===== config.mk =====
export PLATFORM = sky130hd
export DESIGN_NAME = mc_controller
export DESIGN_NICKNAME = d
export VERILOG_FILES = /design/src/rtl/rv_ctrl_pkg.sv /design/src/rtl/alu_decoder.sv /design/src/rtl/mc_controller.sv
export SDC_FILE = /design/constraint.sdc
export NUM_CORES = 1
export LEC_CHECK = 0
export BUFFER_PORTS_ARGS = -buffer_cell sky130_fd_sc_hd__clkbuf_2
export CAP_MARGIN = 15
export CORE_MARGIN = 1.5
export CORE_UTILIZATION = 55
export CTS_BUF_LIST = sky130_fd_sc_hd__clkbuf_16
export DETAILED_ROUTE_END_ITERATION = 10
export GPL_TIMING_DRIVEN = 0
export PLACE_DENSITY = 0.92
export SKIP_LAST_GASP = 1
export SLEW_MARGIN = 10
export SYNTH_ARGS = -nofsm -noshare
export SYNTH_HDL_FRONTEND = slang
export SYNTH_HIERARCHICAL = 1
export SYNTH_SLANG_ARGS = --single-unit
export TNS_END_PERCENT = 1

===== constraint.sdc =====
create_clock -name clk -period 8.1 [get_ports clk]
set_input_delay 1.215 -clock clk [delete_from_list [all_inputs] [get_ports clk]]
set_output_delay 1.215 -clock clk [all_outputs]
set_load 0.02 [all_outputs]

===== src/rtl/rv_ctrl_pkg.sv =====
// rtl/rv_ctrl_pkg.sv - shared types and encodings for the multi-cycle RV32I sequencer
package rv_ctrl_pkg;

  typedef enum logic [3:0] {
    S_RESET, S_FETCH, S_DECODE, S_MEM_ADR, S_MEM_RD, S_MEM_WB, S_MEM_WR,
    S_EXEC_R, S_EXEC_I, S_ALU_WB, S_BEQ, S_JAL, S_TRAP
  } state_t;

  typedef enum logic [1:0] {ALU_OP_ADD, ALU_OP_SUB, ALU_OP_FUNCT} alu_op_t;

  localparam logic [6:0] OP_LW  = 7'b0000011;
  localparam logic [6:0] OP_SW  = 7'b0100011;
  localparam logic [6:0] OP_R   = 7'b0110011;
  localparam logic [6:0] OP_I   = 7'b0010011;
  localparam logic [6:0] OP_BEQ = 7'b1100011;
  localparam logic [6:0] OP_JAL = 7'b1101111;

  localparam logic [1:0] SRC_A_PC     = 2'b00;
  localparam logic [1:0] SRC_A_OLD_PC = 2'b01;
  localparam logic [1:0] SRC_A_RS1    = 2'b10;

  localparam logic [1:0] SRC_B_RS2  = 2'b00;
  localparam logic [1:0] SRC_B_IMM  = 2'b01;
  localparam logic [1:0] SRC_B_FOUR = 2'b10;

  localparam logic [1:0] RES_ALU_OUT  = 2'b00;
  localparam logic [1:0] RES_MEM_DATA = 2'b01;
  localparam logic [1:0] RES_ALU      = 2'b10;

  localparam logic [2:0] IMM_I = 3'b000;
  localparam logic [2:0] IMM_S = 3'b001;
  localparam logic [2:0] IMM_B = 3'b010;
  localparam logic [2:0] IMM_J = 3'b011;

  localparam logic [2:0] ALU_ADD = 3'b000;
  localparam logic [2:0] ALU_SUB = 3'b001;
  localparam logic [2:0] ALU_AND = 3'b010;
  localparam logic [2:0] ALU_OR  = 3'b011;
  localparam logic [2:0] ALU_SLT = 3'b101;
  localparam logic [2:0] ALU_INV = 3'b111;

  // Undecodable opcodes fall back to the I format; they trap anyway.
  function automatic logic [2:0] imm_for_op(input logic [6:0] op);
    logic [2:0] it;
    case (op)
      OP_SW:   it = IMM_S;
      OP_BEQ:  it = IMM_B;
      OP_JAL:  it = IMM_J;
      default: it = IMM_I;
    endcase
    return it;
  endfunction

endpackage


===== src/rtl/alu_decoder.sv =====
// rtl/alu_decoder.sv - maps alu_op plus funct fields to the ALU control code
module alu_decoder
  import rv_ctrl_pkg::*;
(
  input  alu_op_t    alu_op,
  input  logic [2:0] func3,
  input  logic       func7_b5,
  input  logic       op_b5,
  output logic [2:0] alu_control
);

  always_comb begin
    alu_control = ALU_INV;
    case (alu_op)
      ALU_OP_ADD: alu_control = ALU_ADD;
      ALU_OP_SUB: alu_control = ALU_SUB;
      ALU_OP_FUNCT: begin
        case (func3)
          // func7[5] only selects sub for register-register ops, never for addi
          3'b000:  alu_control = (op_b5 & func7_b5) ? ALU_SUB : ALU_ADD;
          3'b111:  alu_control = ALU_AND;
          3'b110:  alu_control = ALU_OR;
          3'b010:  alu_control = ALU_SLT;
          default: alu_control = ALU_INV;
        endcase
      end
      default: alu_control = ALU_INV;
    endcase
  end

endmodule


===== src/rtl/mc_controller.sv =====
// rtl/mc_controller.sv - multi-cycle RV32I control FSM over a shared memory port
module mc_controller
  import rv_ctrl_pkg::*;
#(
  parameter int MEM_TIMEOUT = 64,
  parameter bit TIMEOUT_EN  = 1'b1
) (
  input  logic       clk,
  input  logic       rst_n,
  input  logic [6:0] op_code,
  input  logic [2:0] func3,
  input  logic [6:0] func7,
  input  logic       zero,
  input  logic       mem_ready,
  output logic       mem_req,
  output logic       mem_write,
  output logic       adr_src,
  output logic       ir_write,
  output logic       pc_write,
  output logic       reg_write,
  output logic [1:0] alu_src_a,
  output logic [1:0] alu_src_b,
  output logic [1:0] result_src,
  output logic [2:0] imm_type,
  output logic [2:0] alu_control,
  output logic       instr_retired,
  output logic       illegal_instr,
  output logic       bus_error
);

  localparam int CW = $clog2(MEM_TIMEOUT) + 1;
  localparam logic [CW-1:0] WAIT_LAST = CW'(MEM_TIMEOUT - 1);

  state_t        state, state_nxt;
  logic [CW-1:0] wait_cnt;
  alu_op_t       alu_op;
  logic          mem_state, timeout, set_illegal, set_bus_err;
  logic          func7_unused;

  assign func7_unused = ^{func7[6], func7[4:0]};
  assign mem_state    = state inside {S_FETCH, S_MEM_RD, S_MEM_WR};
  // Only consulted when mem_ready is low, so a ready on the last cycle still wins.
  assign timeout      = TIMEOUT_EN && mem_state && !mem_ready && (wait_cnt == WAIT_LAST);

  alu_decoder u_alu_decoder (
    .alu_op      (alu_op),
    .func3       (func3),
    .func7_b5    (func7[5]),
    .op_b5       (op_code[5]),
    .alu_control (alu_control)
  );

  always_ff @(posedge clk or negedge rst_n) begin
    if (!rst_n) begin
      state         <= S_RESET;
      wait_cnt      <= '0;
      illegal_instr <= 1'b0;
      bus_error     <= 1'b0;
    end else begin
      state <= state_nxt;
      if (state_nxt != state)
        wait_cnt <= '0;
      else if (mem_state && !mem_ready && wait_cnt != '1)
        wait_cnt <= wait_cnt + CW'(1);
      if (set_illegal) illegal_instr <= 1'b1;
      if (set_bus_err) bus_error <= 1'b1;
    end
  end

  always_comb begin
    state_nxt     = state;
    mem_req       = 1'b0;
    mem_write     = 1'b0;
    adr_src       = 1'b0;
    ir_write      = 1'b0;
    pc_write      = 1'b0;
    reg_write     = 1'b0;
    alu_src_a     = SRC_A_PC;
    alu_src_b     = SRC_B_RS2;
    result_src    = RES_ALU_OUT;
    imm_type      = IMM_I;
    alu_op        = ALU_OP_ADD;
    instr_retired = 1'b0;
    set_illegal   = 1'b0;
    set_bus_err   = 1'b0;
    case (state)
      S_RESET: state_nxt = S_FETCH;
      S_FETCH: begin
        mem_req    = 1'b1;
        alu_src_b  = SRC_B_FOUR;
        result_src = RES_ALU;
        if (mem_ready) begin
          ir_write  = 1'b1;
          pc_write  = 1'b1;
          state_nxt = S_DECODE;
        end else if (timeout) begin
          set_bus_err = 1'b1;
          state_nxt   = S_TRAP;
        end
      end
      S_DECODE: begin
        alu_src_a = SRC_A_OLD_PC;
        alu_src_b = SRC_B_IMM;
        imm_type  = imm_for_op(op_code);
        case (op_code)
          OP_LW, OP_SW: state_nxt = S_MEM_ADR;
          OP_R:         state_nxt = S_EXEC_R;
          OP_I:         state_nxt = S_EXEC_I;
          OP_BEQ:       state_nxt = S_BEQ;
          OP_JAL:       state_nxt = S_JAL;
          default: begin
            set_illegal = 1'b1;
            state_nxt   = S_TRAP;
          end
        endcase
      end
      S_MEM_ADR: begin
        alu_src_a = SRC_A_RS1;
        alu_src_b = SRC_B_IMM;
        imm_type  = (op_code == OP_SW) ? IMM_S : IMM_I;
        state_nxt = (op_code == OP_SW) ? S_MEM_WR : S_MEM_RD;
      end
      S_MEM_RD: begin
        mem_req = 1'b1;
        adr_src = 1'b1;
        if (mem_ready) state_nxt = S_MEM_WB;
        else if (timeout) begin
          set_bus_err = 1'b1;
          state_nxt   = S_TRAP;
        end
      end
      S_MEM_WB: begin
        result_src    = RES_MEM_DATA;
        reg_write     = 1'b1;
        instr_retired = 1'b1;
        state_nxt     = S_FETCH;
      end
      S_MEM_WR: begin
        mem_req   = 1'b1;
        mem_write = 1'b1;
        adr_src   = 1'b1;
        if (mem_ready) begin
          instr_retired = 1'b1;
          state_nxt     = S_FETCH;
        end else if (timeout) begin
          set_bus_err = 1'b1;
          state_nxt   = S_TRAP;
        end
      end
      S_EXEC_R: begin
        alu_src_a = SRC_A_RS1;
        alu_op    = ALU_OP_FUNCT;
        state_nxt = S_ALU_WB;
      end
      S_EXEC_I: begin
        alu_src_a = SRC_A_RS1;
        alu_src_b = SRC_B_IMM;
        alu_op    = ALU_OP_FUNCT;
        state_nxt = S_ALU_WB;
      end
      S_ALU_WB: begin
        reg_write     = 1'b1;
        instr_retired = 1'b1;
        state_nxt     = S_FETCH;
      end
      S_BEQ: begin
        alu_src_a     = SRC_A_RS1;
        alu_op        = ALU_OP_SUB;
        pc_write      = zero;
        instr_retired = 1'b1;
        state_nxt     = S_FETCH;
      end
      S_JAL: begin
        alu_src_a = SRC_A_OLD_PC;
        alu_src_b = SRC_B_FOUR;
        pc_write  = 1'b1;
        state_nxt = S_ALU_WB;
      end
      S_TRAP:  state_nxt = S_TRAP;
      default: state_nxt = S_RESET;
    endcase
  end

endmodule


# Word-level counts from Yosys, hierarchy flattened
# Cells that the tools add are included.
op_classes:
  muxes: 32
  n_reduce_logical: 22
  bitwise: 1
  n_addsub: 1
  n_eq_ne: 26
ops:
  columns: ["op", "n"]
  rows:
  - ["$pmux 4 s8", 1]
  - ["$eq 7x6->1 const B", 3]
  - ["$eq 4x4->1 const B", 5]
  - ["$pmux 2 s2", 5]
  - ["$pmux 4 s5", 1]
  - ["$eq 4x3->1 const B", 4]
  - ["$mux 4", 4]
  - ["$eq 7x7->1 const B", 2]
  - ["$mux 7", 2]
  - ["$mux 1", 13]
  - ["$pmux 3 s4", 1]
  - ["$reduce_or 2->1", 6]
  - ["$reduce_or 3->1", 4]
  - ["$pmux 3 s3", 1]
  - ["$eq 4x2->1 const B", 2]
  - ["$reduce_or 4->1", 2]
  - ["$add 7x1->7 const B", 1]
  - ["$eq 7x2->1 const B", 1]
  - ["$eq 7x5->1 const B", 1]
  - ["$ne 7x7->1 const B", 1]
  - ["$eq 3x3->1 const B", 2]
  - ["$pmux 2 s3", 1]
  - ["$reduce_or 6->1", 1]
  - ["$eq 4x1->1 const B", 1]
  - ["15 further kinds", 17]
word_totals:
  output_inout_bits: 21
  regBits: 13
  inputBits: 21
  word_cells: 86

# Longest topological paths before layout
logic_depth:
  ltp_word: 9
  mapped_depth: 8
  ltp_nobuf: 6

# Cells and area by module
# The synthesis kept the hierarchy.
modules_own_cells:
  columns: ["module", "seq_area_each_um2", "area_each_um2", "cells_each", "n_inst"]
  rows:
  - ["mc_controller", 325.3, 1257.5, 155, 1]
  - ["alu_decoder", 0.0, 57.6, 7, 1]

# Worst setup path before layout
# No wires, ideal clock.
synth_timing:
  kind: "input port to output port"
  start: "input port op_code[3]"
  end: "output port imm_type[1]"
  arrival_time_ps: 2630
  slack_ps: 4255
  cell_stages: 2
  required_time_ps: 6885
  path_buffers: 0
  cell_sequence: "or2_2 -> a2111oi_0"
synth_via:
  elab_chain_len: 3
  elab_cells_between_ends: 5
  cone_classes: "3 x eq/ne; 2 x mux"
synth_lines:
  columns: ["element", "line_no", "rtl"]
  rows:
  - ["start: declaration", "mc_controller.sv:10", "input logic [6:0] op_code,"]
  - ["$eq 7x7->1 / $eq 7x6->1 (equally long branches)", "rv_ctrl_pkg.sv:45", "case (op)"]
  - ["$pmux 2 s3 *", "rv_ctrl_pkg.sv:45", null]
  - ["$pmux 2 s2 *", "mc_controller.sv:86", "case (state)"]
  - ["end: declaration", "mc_controller.sv:24", "output logic [2:0] imm_type,"]
# Mark *: on every way between the ends. The rest lies on a longest branch, timed or not.

# Worst setup path after layout
layout_timing:
  start: "register state[3]"
  end: "output port alu_control[2]"
layout_via:
  elab_chain_len: 5
  elab_cells_between_ends: 9
  cone_classes: "5 x eq/ne; 2 x mux; 2 x reduce/logical"
layout_lines:
  columns: ["element", "line_no", "rtl"]
  rows:
  - ["start: declaration", "mc_controller.sv:34", "state_t state, state_nxt;"]
  - ["start signal: assignment", "mc_controller.sv:60", "state <= state_nxt;"]
  - ["$eq 4x4->1 / $eq 4x3->1 (equally long branches)", "mc_controller.sv:86", null]
  - ["$reduce_or 2->1 (no line)", null, null]
  - ["$pmux 2 s2 *", "mc_controller.sv:86", null]
  - ["named net alu_op[1]", "mc_controller.sv:36", "alu_op_t alu_op;"]
  - ["$eq 2x2->1 (tied with other cells)", "alu_decoder.sv:14", "case (alu_op)"]
  - ["$pmux 3 s3 *", "alu_decoder.sv:14", null]
  - ["end: declaration", "mc_controller.sv:25", "output logic [2:0] alu_control,"]
# Mark *: on every way through the listed nets, which the timed path passes. The rest lies on a longest branch.

==> flow_summary.toml <==
[routing]
drcViolationCount = 0
drt_pass1_iterations = 4
drt_iter0_markers = 37
detail-route-antenna-nets = 0
vias = 1448
totalWireLength_mm = 3.43
via_per_inst = 6.35
wl_per_cell_um = 15.1

[clock_tree]
cts_root_buf = "clkbuf_16"
cts_tree = "yes"
cts_resized = 0
cts_sinks = 13
post-cts-setup-buffers = 0
cts_buffers = 3
insertion_delay_ns = 0.24
hold_buffers = 0
path_clk_slew_ns = 0.04
cts_buffer_depth = 2
cts.htree.levels = 1

[logic_synthesis]
ys_ff_latch = 13
synth.distinct_cells = 56
ys_seq_area_share_pct = 24.7
synth_edf_count = 0
syn_inst = 162
synth_nets = 184
netlist_area_um2 = 1320
syn-mean-instance-area_um2 = 8.12
postSynth.asyncResetShare_pct = 100
yosys_warnings = 6
synth_ff_type = "dfrtp_1"

[setup_path]
worstSetupStartpointType = "flip-flop"
crit_required_ns = 6.88
worstSetupPathType = "flip-flop to output pin"
crit_fanout = 10
arrival_ns = 2.39
endpoint_kind = "output pin"

[power]
leakagePower_nw = 0.681
powerDensity_nw_per_um2 = 348
vdd.ir_drop.worst_v = 0.000279
power_w = 0.000556

[die]
io_pins = 42
start_util_pct = 58.9
rows = 17
dieArea_um2 = 2690
die_h_um = 51.9
coreArea_um2 = 2230
die_w_um = 51.9

[sta]
tightest_slew_ns = 0.908
fin_tns_setup_ns = 0
relSlewSlack_pct = 37.7
layout_min_cycle_time_ns = 3.61
finalHoldViolations = 0
slew_violations = 0
rsz0062_at_grt = "no"
setup_viol = 0
clock-skew-final_ns = 0.00274
finalCritPeriodShare_pct = 44.5
fmax_mhz = 277

[global_route]
grt_max_degree = 14
grt_pass1_vias = 1381
antenna_found_initial = 0
grt_use_total_pct = 29.5
overflow = 0
grt_pass1_wl_mm = 6.08

[place]
routabilityCongestion = 0.980
place_area_um2 = 1520
hpwlAfterDp_mm = 2.55
port_buffers = 34

[finish]
layout-drive-gt1-share_pct = 26.0
num_antenna_cells = 0
stdcell_area_um2 = 1600
utilization_pct = 71.6
nets = 223
area_growth_pct = 21.6

[job]
max_cap_viol_count = 0

[status]
outcome = "finished, final reports clean"

[worst_hold_path]
hold_path.class = "flip-flop to flip-flop"
-- metal layers --
| layer | global-route usage, % | vias to the layer above | part of all wire [%] |
|---|---|---|---|
| li1 | - | 691 | - |
| met1 | 36.7 | 678 | 41 |
| met2 | 53.0 | 72 | 51 |
| met3 | 3.45 | 7 | 7.0 |
| met4 | 8.77 | 0 | 1.1 |
| met5 | 0 | - | 0 |
-- cells in the mapped netlist (all sizes together) (3+ instances only) --
library cell  count  share of area (%)
nor2             18                5.1
dfrtp            13                 25
nand2            10                2.9
nand3             9                3.4
o21ai             9                3.4
nor4              8                7.1
clkbuf            7                2.0
nand2b            6                2.9
nor3              6                2.3
xnor2             6                4.0
and3              4                1.9
mux2i             4                3.0
a21oi             3                1.1
a31oi             3                1.4
buf               3                2.3
inv               3               0.86
nand4             3                1.4
nor3b             3                1.7
or3               3                1.4
or4b              3                2.6
-- sequential cells by signal (all words and copies together) (netlist names) --
name and cells:
illegal_instr 1, bus_error 1, state 4, wait_cnt 7
-- through the flow --
stage / std cells / setup WS, ns / hold WS (ns)
after CTS: 228 / 4.50 / 0.488
after detailed placement: 224 / 4.59 / 0.460
after floorplan: 162 / 4.25 / 0.574
after global placement: 224 / 4.63 / 0.455
after global routing: 228 / 4.23 / 0.504
final: 228 / 4.49 / 0.475
-- critical path, stage by stage (launching register included) --
cell,delay (ns)
dfrtp_1,0.42
clkbuf_1,0.37
clkbuf_1,0.40
nand2_1,0.13
o22ai_1,0.28
a21boi_0,0.24
a22o_1,0.16
clkbuf_2,0.16
-- final timing paths --
check | startpoint | to | slack, ns | depth (start not counted)
worst min-delay path | illegal_instr | illegal_instr | 0.47 | 1
worst max-delay path | state[3] | alu_control[2] | 4.49 | 7
worst min register to register | illegal_instr | illegal_instr | 0.47 | 1
max in group asynchronous | rst_n | wait_cnt[2] | 6.99 | 1
min in group asynchronous | rst_n | wait_cnt[6] | 0.87 | 1
worst max register to register | state[2] | wait_cnt[3] | 5.30 | 7
-- kinds of logic (layout without fill, tap and decap cells) --
family / Yosys count / count (layout) / share of synthesized area (%)
other: 1 / 1 / 0.285
DFF: 13 / 13 / 24.7
and+or+nand+nor: 85 / 85 / 40.6
muxes: 4 / 4 / 3.04
xor gates and xnor gates: 8 / 8 / 5.33
buffers and inverters: 13 / 51 / 5.14
adders and majority gates: 1 / 1 / 0.951
AOI/OAI and AO/OA: 37 / 37 / 19.9
-- final cells by class --
cell class	count	area, um2
multi-input cells	136	922
flip-flops and latches	13	325
inverters	3	11.3
well taps	28	35.0
clock buffers	3	75.1
fillers	190	634
plain buffers	10	56.3
repair buffers	34	170
clock inverters	1	3.75
-- power breakdown --
group / total, W / internal, W / switching, W
clock network: 0.0000906 / 0.0000649 / 0.0000257
registers: 0.0000865 / 0.0000766 / 0.00000991
logic: 0.000379 / 0.000133 / 0.000245
total: 0.000556 / 0.000275 / 0.000281
-- placed cells by master (no fill, tap or decap), types with 4 or more instances in the layout --
| cell | n |
|---|---|
| clkbuf_2 | 34 |
| nor2_1 | 18 |
| dfrtp_1 | 13 |
| nand2_1 | 10 |
| nand3_1 | 9 |
| clkbuf_1 | 7 |
| o21ai_0 | 7 |
| nor4_2 | 7 |
| nand2b_1 | 6 |
| nor3_1 | 6 |
| xnor2_1 | 6 |
| inv_1 | 4 |
| and3_1 | 4 |
| mux2i_1 | 4 |
(Power assumes the default switching activity.)
